<file path="src/rtl/hp_controller.sv">
// hp_controller: battle-phase player health manager.
// Once per frame it requests a bullet-damage scan and waits for the result.
// It then applies the damage/heal result to the saturating HP register,
// tracks death, and flags scans that never complete.
// Optional feature macro: HP_INVULN_EN adds a post-hit damage-immunity window
// that lasts INVULN_FRAMES frames.
module hp_controller #(
   parameter int MAX_HP        = 100,
   parameter int HEAL_AMOUNT   = 5,
   parameter int TIMEOUT       = 15,
   parameter int INVULN_FRAMES = 30
) (
   input  logic       clk,
   input  logic       reset,
   input  logic       frameTick,
   input  logic       restart,
   input  logic       isComplete,
   input  logic [7:0] damage,
   input  logic       heal,
   output logic       start,
   output logic [7:0] hp,
   output logic       isDead,
   output logic       invuln,
   output logic       timeoutErr
);

   typedef enum logic [2:0] {IDLE, START, WAIT, APPLY, DEAD} state_t;

   localparam logic [7:0]        MaxHp8   = 8'(MAX_HP);
   localparam logic signed [9:0] MaxHp10  = 10'(MAX_HP);
   localparam logic [9:0]        Heal10   = 10'(HEAL_AMOUNT);
   localparam logic [7:0]        ToLast   = 8'(TIMEOUT - 1);

   state_t            state;
   state_t            nextState;
   logic [7:0]        toCnt;
   logic [7:0]        dmgLatch;
   logic              healLatch;
   logic [7:0]        effDamage;
   logic signed [9:0] net;
   logic [7:0]        newHp;

`ifdef HP_INVULN_EN
   logic [7:0] invCnt;

   // Immunity countdown: a landed hit arms it, each frame tick drains it.
   // Once armed, further hits are blocked (effective damage 0), so they can
   // never reload or extend the window.
   always_ff @(posedge clk) begin
      if (reset) begin
         invCnt <= 8'd0;
      end else if (state == DEAD && restart) begin
         invCnt <= 8'd0;
      end else if (state == APPLY && effDamage != 8'd0) begin
         invCnt <= 8'(INVULN_FRAMES);
      end else if (frameTick && invCnt != 8'd0) begin
         invCnt <= invCnt - 8'd1;
      end
   end

   assign invuln    = (invCnt != 8'd0);
   assign effDamage = invuln ? 8'd0 : dmgLatch;
`else
   // Immunity window compiled out: the flag stays low and all damage lands.
   assign invuln    = (INVULN_FRAMES < 0);
   assign effDamage = dmgLatch;
`endif

   // Net HP change in 10-bit signed arithmetic, clamped to [0, MAX_HP].
   always_comb begin
      net   = $signed({2'b00, hp}) + $signed(healLatch ? Heal10 : 10'd0)
              - $signed({2'b00, effDamage});
      newHp = net[7:0];
      if (net < 10'sd0) begin
         newHp = 8'd0;
      end else if (net > MaxHp10) begin
         newHp = MaxHp8;
      end
   end

   // State register.
   always_ff @(posedge clk) begin
      if (reset) begin
         state <= IDLE;
      end else begin
         state <= nextState;
      end
   end

   // Frame sequencing: request a scan, wait for it (bounded), apply, or sit dead.
   always_comb begin
      nextState = state;
      start     = 1'b0;
      case (state)
         IDLE: begin
            if (frameTick) nextState = START;
         end
         START: begin
            start     = 1'b1;
            nextState = WAIT;
         end
         WAIT: begin
            if (isComplete)           nextState = APPLY;
            else if (toCnt == ToLast) nextState = IDLE;
         end
         APPLY: begin
            nextState = (newHp == 8'd0) ? DEAD : IDLE;
         end
         DEAD: begin
            if (restart) nextState = IDLE;
         end
         default: nextState = IDLE;
      endcase
   end

   // HP register, scan result latches, timeout counter and sticky error.
   always_ff @(posedge clk) begin
      if (reset) begin
         hp         <= MaxHp8;
         toCnt      <= 8'd0;
         dmgLatch   <= 8'd0;
         healLatch  <= 1'b0;
         timeoutErr <= 1'b0;
      end else begin
         case (state)
            START: begin
               toCnt <= 8'd0;
            end
            WAIT: begin
               if (isComplete) begin
                  dmgLatch  <= damage;
                  healLatch <= heal;
               end else begin
                  toCnt <= toCnt + 8'd1;
                  if (toCnt == ToLast) timeoutErr <= 1'b1;
               end
            end
            APPLY: begin
               hp <= newHp;
            end
            DEAD: begin
               if (restart) begin
                  hp         <= MaxHp8;
                  toCnt      <= 8'd0;
                  dmgLatch   <= 8'd0;
                  healLatch  <= 1'b0;
                  timeoutErr <= 1'b0;
               end
            end
            default: ;
         endcase
      end
   end

   assign isDead = (state == DEAD);

endmodule

</file>
<file path="config.mk">
export PLATFORM = sky130hd
export DESIGN_NAME = hp_controller
export DESIGN_NICKNAME = d
export VERILOG_FILES = /design/src/rtl/hp_controller.sv
export SDC_FILE = /design/constraint.sdc
export NUM_CORES = 1
export LEC_CHECK = 0
export ABC_AREA = 1
export BUFFER_PORTS_ARGS = -buffer_cell sky130_fd_sc_hd__buf_2
export CAP_MARGIN = 20
export CORE_MARGIN = 5
export CORE_UTILIZATION = 51
export CTS_BUF_LIST = sky130_fd_sc_hd__clkbuf_4 sky130_fd_sc_hd__clkbuf_8
export DETAILED_ROUTE_END_ITERATION = 10
export GPL_ROUTABILITY_DRIVEN = 0
export PLACE_DENSITY = 0.72
export SLEW_MARGIN = 40
export SYNTH_ARGS = -nofsm -noshare
export SYNTH_HDL_FRONTEND = slang
export SYNTH_SLANG_ARGS = --single-unit
</file>
<file path="constraint.sdc">
create_clock -name clk -period 3.27 [get_ports clk]
set_input_delay 0.1635 -clock clk [delete_from_list [all_inputs] [get_ports clk]]
set_output_delay 0.1635 -clock clk [all_outputs]
set_load 0.01 [all_outputs]
</file>
# ---- Word-level counts from Yosys, hierarchy flattened
# Index checks and enable logic that the tools add are counted.
dict set report word_totals {
  ff_bits 29
  inputBits 14
  out_inout_bits 12
  wordCells 55
}
dict set report classes {
  add_sub_neg 3
  order_cmp 2
  eq_ne 11
  n_mux 23
  reduce_logical 10
}
# op count
set ops {}
lappend ops {{$mux 8} 6}
lappend ops {{$pmux 8 s2} 2}
lappend ops {{$pmux 8 s3} 1}
lappend ops {{$mux 3} 6}
lappend ops {{$pmux 3 s5} 1}
lappend ops {{$gt 10x8->1 const B} 1}
lappend ops {{$lt 10x1->1 const B} 1}
lappend ops {{$ne 2x2->1 const B} 5}
lappend ops {{$sub 9x8->10} 1}
lappend ops {{$add 8x3->9} 1}
lappend ops {{$reduce_and 3->1} 3}
lappend ops {{$add 8x1->8 const B} 1}
lappend ops {{$eq 8x4->1 const B} 1}
lappend ops {{$logic_not 8->1} 1}
lappend ops {{$eq 3x2->1 const B} 2}
lappend ops {{$mux 1} 5}
lappend ops {{$pmux 1 s2} 2}
lappend ops {{$reduce_and 4->1} 1}
lappend ops {{$reduce_bool 2->1} 2}
lappend ops {{$eq 3x1->1 const B} 1}
lappend ops {{$eq 3x3->1 const B} 1}
lappend ops {{$logic_not 3->1} 1}
lappend ops {{$ne 3x3->1 const B} 1}
lappend ops {{$reduce_bool 3->1} 1}
lappend ops {{$reduce_and 2->1} 1}

# ---- Depth between registers and ports, before layout
dict set report logic_depth {
  depth_word 9
  depth_mapped 20
  ltp_nobuf 20
}

# ---- Least setup slack after synthesis
# OpenSTA, ideal clock, no wires.
dict set report synth_timing {
  path_kind {register -> register}
  start {register healLatch}
  end {register state[2]}
  setup_ns 0.131
  t_arrival_ns 2.250
  required_time_ns 3.139
  path_slack_ns 0.890
  path_stages_with_launch 19
  n_path_buf 0
  period_less_slack_ns 2.380
  path_cell_list {dfxtp_1 > inv_1 > ha_1 > inv_1 > ha_1 > inv_1 > fa_1 > inv_1 > nand2_1 > nand2_1 > nand3_1 > nand3_1 > nand2_1 > nor2_4 > nand3_1 > a21oi_1 > nor2_1 > nand2_1 > a21oi_2}
}
dict set report synth_via {
  elab_chain_len 9
  word_cells_on_any_way 10
  classes_between {add/sub: 2; order compare: 2; mux: 5; reduce/logical: 1}
}
# item line_no
set synth_lines {}
lappend synth_lines {{start, declared} 38} ;# logic healLatch;
lappend synth_lines {{start signal, assigned} 132} ;# healLatch <= heal;
lappend synth_lines {{$mux 3 *} 71} ;# net = $signed({2'b00, hp}) + $signed(healLatch ? Heal10 : 10'd0)
lappend synth_lines {{$add 8x3->9 *} 71}
lappend synth_lines {{$sub 9x8->10 *} 72} ;# - $signed({2'b00, effDamage});
lappend synth_lines {{$gt 10x8->1} 76} ;# end else if (net > MaxHp10) begin
lappend synth_lines {{$mux 8} 76}
lappend synth_lines {{$mux 8 *} 74} ;# if (net < 10'sd0) begin
lappend synth_lines {{$logic_not 8->1 *} 107} ;# nextState = (newHp == 8'd0) ? DEAD : IDLE;
lappend synth_lines {{$mux 3 *} 107}
lappend synth_lines {{$pmux 3 s5 *} 94} ;# case (state)
lappend synth_lines {{end signal, assigned} 86} ;# state <= nextState;
lappend synth_lines {{end, declared} 34} ;# state_t state;
# Mark *: on every way between the ends. The rest lies on a longest branch, timed or not.
# A chain may end at the register's enable or synchronous reset.

# ---- Worst setup path in the final report
# Ends and elaborated chain as after synthesis.

==> summary.txt <==
Worst setup path
  – Worst setup SP type: register
  – Critical-path top delay cell: fa_1
  – Critical path class: register to register
  – Worst Path Max Fanout: 3
  – Worst Path Arrival: 2.75 ns
  – Cells along the critical path: inv_1 -> ha_1 -> inv_1 -> ha_1 -> inv_1 -> fa_1 -> inv_1 -> nand2_1 -> nand2_1 -> nand3_1 -> nand3_1 -> nand2_1 -> nor2_4 -> nand3_1 -> a21oi_1 -> nor2_1 -> nand2_1 -> a21oi_2
  – Setup crit end kind: register
  – CP peak stage delay: about 0.40 ns
  – Worst EP required: ~3.4 ns

Clocking
  – Number of H-tree levels: 2
  – Post-CTS setup buffer count: 0
  – CTS tree: built
  – Hold_buf cts: 0
  – Clock sinks: 29
  – Resize count post-CTS: 0
  – Clk slew on worst S/H paths: approximately 0.060 ns
  – Clock Latency Late Sink: between 0.2 and 0.3 ns
  – CTS Root Cell: clkbuf_8
  – CTS Buffer Depth: 2
  – Inserted Clock Buffers: 5

Placement
  – Placed cells: 360
  – Placed instance area: 2180 µm²
  – I/O Buffers: 24
  – Dpl hpwl: ~3.4 mm
  – Place WS: around 0.72 ns

Synth
  – Top cell type's share of synthesized area: 0.287
  – Seq cells post-synth: 29
  – Most area-consuming cells after synthesis: dfxtp_1 (29%), nand2_1 (12%), ha_1 (11%)
  – Sequential-to-total area share from yosys stat: 0.287
  – Synth area leader: dfxtp_1
  – Synth unique cells: 38
  – Mean Syn Cell Area: 6.92 µm²
  – Gate Count Post-Synth: around 300
  – Mapped cell area: a little over 2000 µm²
  – YS warnings: 0
  – Syn nets: approximately 330

STA
  – Post-layout min period: 2.59 ns
  – Final max-slew violation count: 0
  – Hold WS: 0.132 ns
  – RSZ-0062 raised after global routing: false
  – Post-route clock period utilization: 0.792
  – Hold Vio Cnt, Final: 0
  – Final setup viols: 0
  – Setup TNS Final: 0 ns
  – Final Worst Setup Slack: 0.679 ns
  – Fmax: 386 MHz
  – Final setup skew: between 0.006 and 0.007 ns

Power and ir drop
  – Flop pwr share: 0.379
  – Pleak: roughly 1.1 nW
  – Net switching power: about 370 µW
  – Combinational group share of total power: 0.336
  – Clk pwr share: 0.284
  – Sw Share: 0.365
  – PD cells: around 450 nW/µm²
  – Max IR drop VDD: 0.342 mV
  – PnR Total Power: 1.02 mW
  – Internal: around 650 µW

Route
  – Vias per std cell: roughly 5
  – Drt wl/cell: approximately 11 µm
  – DRC viols: 0
  – Detailed Routing Iterations Pass 1: 4
  – Final WL: around 4.2 mm
  – Antenna-violating nets left: 0
  – Via count: roughly 1.8k
  – Iteration-0 DRC count of the detailed router: 102

Floorplanning
  – Core ar.: around 3700 µm²
  – Row count: 22
  – Die Span X: between 70 and 80 µm
  – Die area: between 5000 and 6000 µm²
  – I/O pin cnt: 26
  – Die Ht: ~73 µm
  – Starting density of the core: 0.540

Finish
  – Layout Area Growth over Synthesis: 12.3%
  – Final Cell Area: between 2000 and 2500 µm²
  – N_diodes: 0
  – Fin nets: between 300 and 400
  – Fin util: 0.606
  – Fin cells: between 300 and 400
  – Share of cells above drive strength 1: 0.194

Global route
  – Largest net degree at the start of global routing: 22
  – Met3 GRT Util: 0.0510
  – M1 GR Usage: 0.231
  – Overflow after GRT: 0
  – First-pass GRT wire length: approximately 7 mm
  – Total GRT Usage: 0.173
  – Vias in the first global route: 1664
  – Initial antenna violation count: 0
  – Grt peak-use layer: met2
  – M2 GR Usage: 0.267

Min path
  – Min-delay worst type: input port to register

Run status
  – Status: finished, final reports clean

Run
  – Maxcap violations: 0
flip-flops by register name (all words and copies together), names as in the netlist:
signal,count
timeoutErr,1
toCnt,8
healLatch,1
state,3
dmgLatch,8
hp,8
Yosys cell counts, drive strengths merged:
library cell,n
fa,3
ha,17
o21bai,1
dfxtp,29
nor3,6
nand3,29
inv,58
buf,1
clkinv,1
a31oi,2
clkbuf,3
o21a,1
nor4,1
or2,1
nand2,72
conb,1
nand4,4
o311ai,1
o22ai,1
o21ai,7
a211o,1
a21oi,28
and3,1
a211oi,1
nor2,19
xor2,1
nor3b,1
xnor2,1
metal layers:
layer	vias up	wire length (µm)
li1	983	-
met1	803	2160
met2	31	1780
met3	2	207
met4	0	20
met5	-	0
layout make-up:
class,count,area [µm²]
Multi-Input combinational cell,200,1200
Tap cell,48,60.1
Clock inverter,2,10.0
Inverter,59,221
Timing Repair Buffer,24,120
Sequential cell,29,581
Clock buffer,6,76.3
Fill cell,371,1480
cell families after synthesis:
logic type / share of synthesized area
DFF: 0.287
xor gates and xnor gates: 0.00867
AOI/OAI and AO/OA: 0.125
other: 0.00186
adders and majority gates: 0.135
buffers and inverters: 0.119
and+or+nand+nor: 0.323
power groups by stage:
stage	clock [mW]	sequential [mW]	combinational [mW]
floorplan	0	0.392	0.276
global placement	0	0.393	0.337
detailed placement	0	0.394	0.341
CTS	0.300	0.386	0.344
global route	0.314	0.388	0.393
finish	0.289	0.386	0.342
final timing paths:
| path | from | end | slack (ns) | cells after the start |
|---|---|---|---|---|
| worst max-delay path | healLatch$_SDFFE_PP0P_ | state[2]$_SDFFE_PP0P_ | 0.68 | 18 |
| worst min register to register | dmgLatch[3]$_SDFFE_PP0P_ | dmgLatch[3]$_SDFFE_PP0P_ | 0.48 | 2 |
| worst min-delay path | damage[3] | dmgLatch[3]$_SDFFE_PP0P_ | 0.13 | 3 |
| worst max register to register | healLatch$_SDFFE_PP0P_ | state[2]$_SDFFE_PP0P_ | 0.68 | 18 |
critical path: cells and delay by family (launching register included):
family                     cells  cell delay (ns)
adders and majority gates      3             0.85
and+or+nand+nor                9             0.80
AOI/OAI and AO/OA              2             0.19
buffers and inverters          4             0.27
DFF                            1             0.36
layout by cell type, fill, tap and decap left out, drive strengths merged:
| cell | synthesis | layout |
|---|---|---|
| a211oi | 1 | 1 |
| inv | 58 | 58 |
| buf | 1 | 24 |
| xor2 | 1 | 1 |
| nand4 | 4 | 4 |
| a31oi | 2 | 2 |
| o21ai | 7 | 7 |
| clkinv | 1 | 3 |
| o21a | 1 | 1 |
| nor2 | 19 | 19 |
| a21oi | 28 | 28 |
| and3 | 1 | 1 |
| nor4 | 1 | 1 |
| clkbuf | 3 | 6 |
| ha | 17 | 17 |
| fa | 3 | 3 |
| xnor2 | 1 | 1 |
| a211o | 1 | 1 |
| nand3 | 29 | 29 |
| o22ai | 1 | 1 |
| conb | 1 | 1 |
| nand2 | 72 | 72 |
| o311ai | 1 | 1 |
| o21bai | 1 | 1 |
| dfxtp | 29 | 29 |
| nor3 | 6 | 6 |
| nor3b | 1 | 1 |
| or2 | 1 | 1 |
Note: power is estimated with default switching activity, not from simulation.
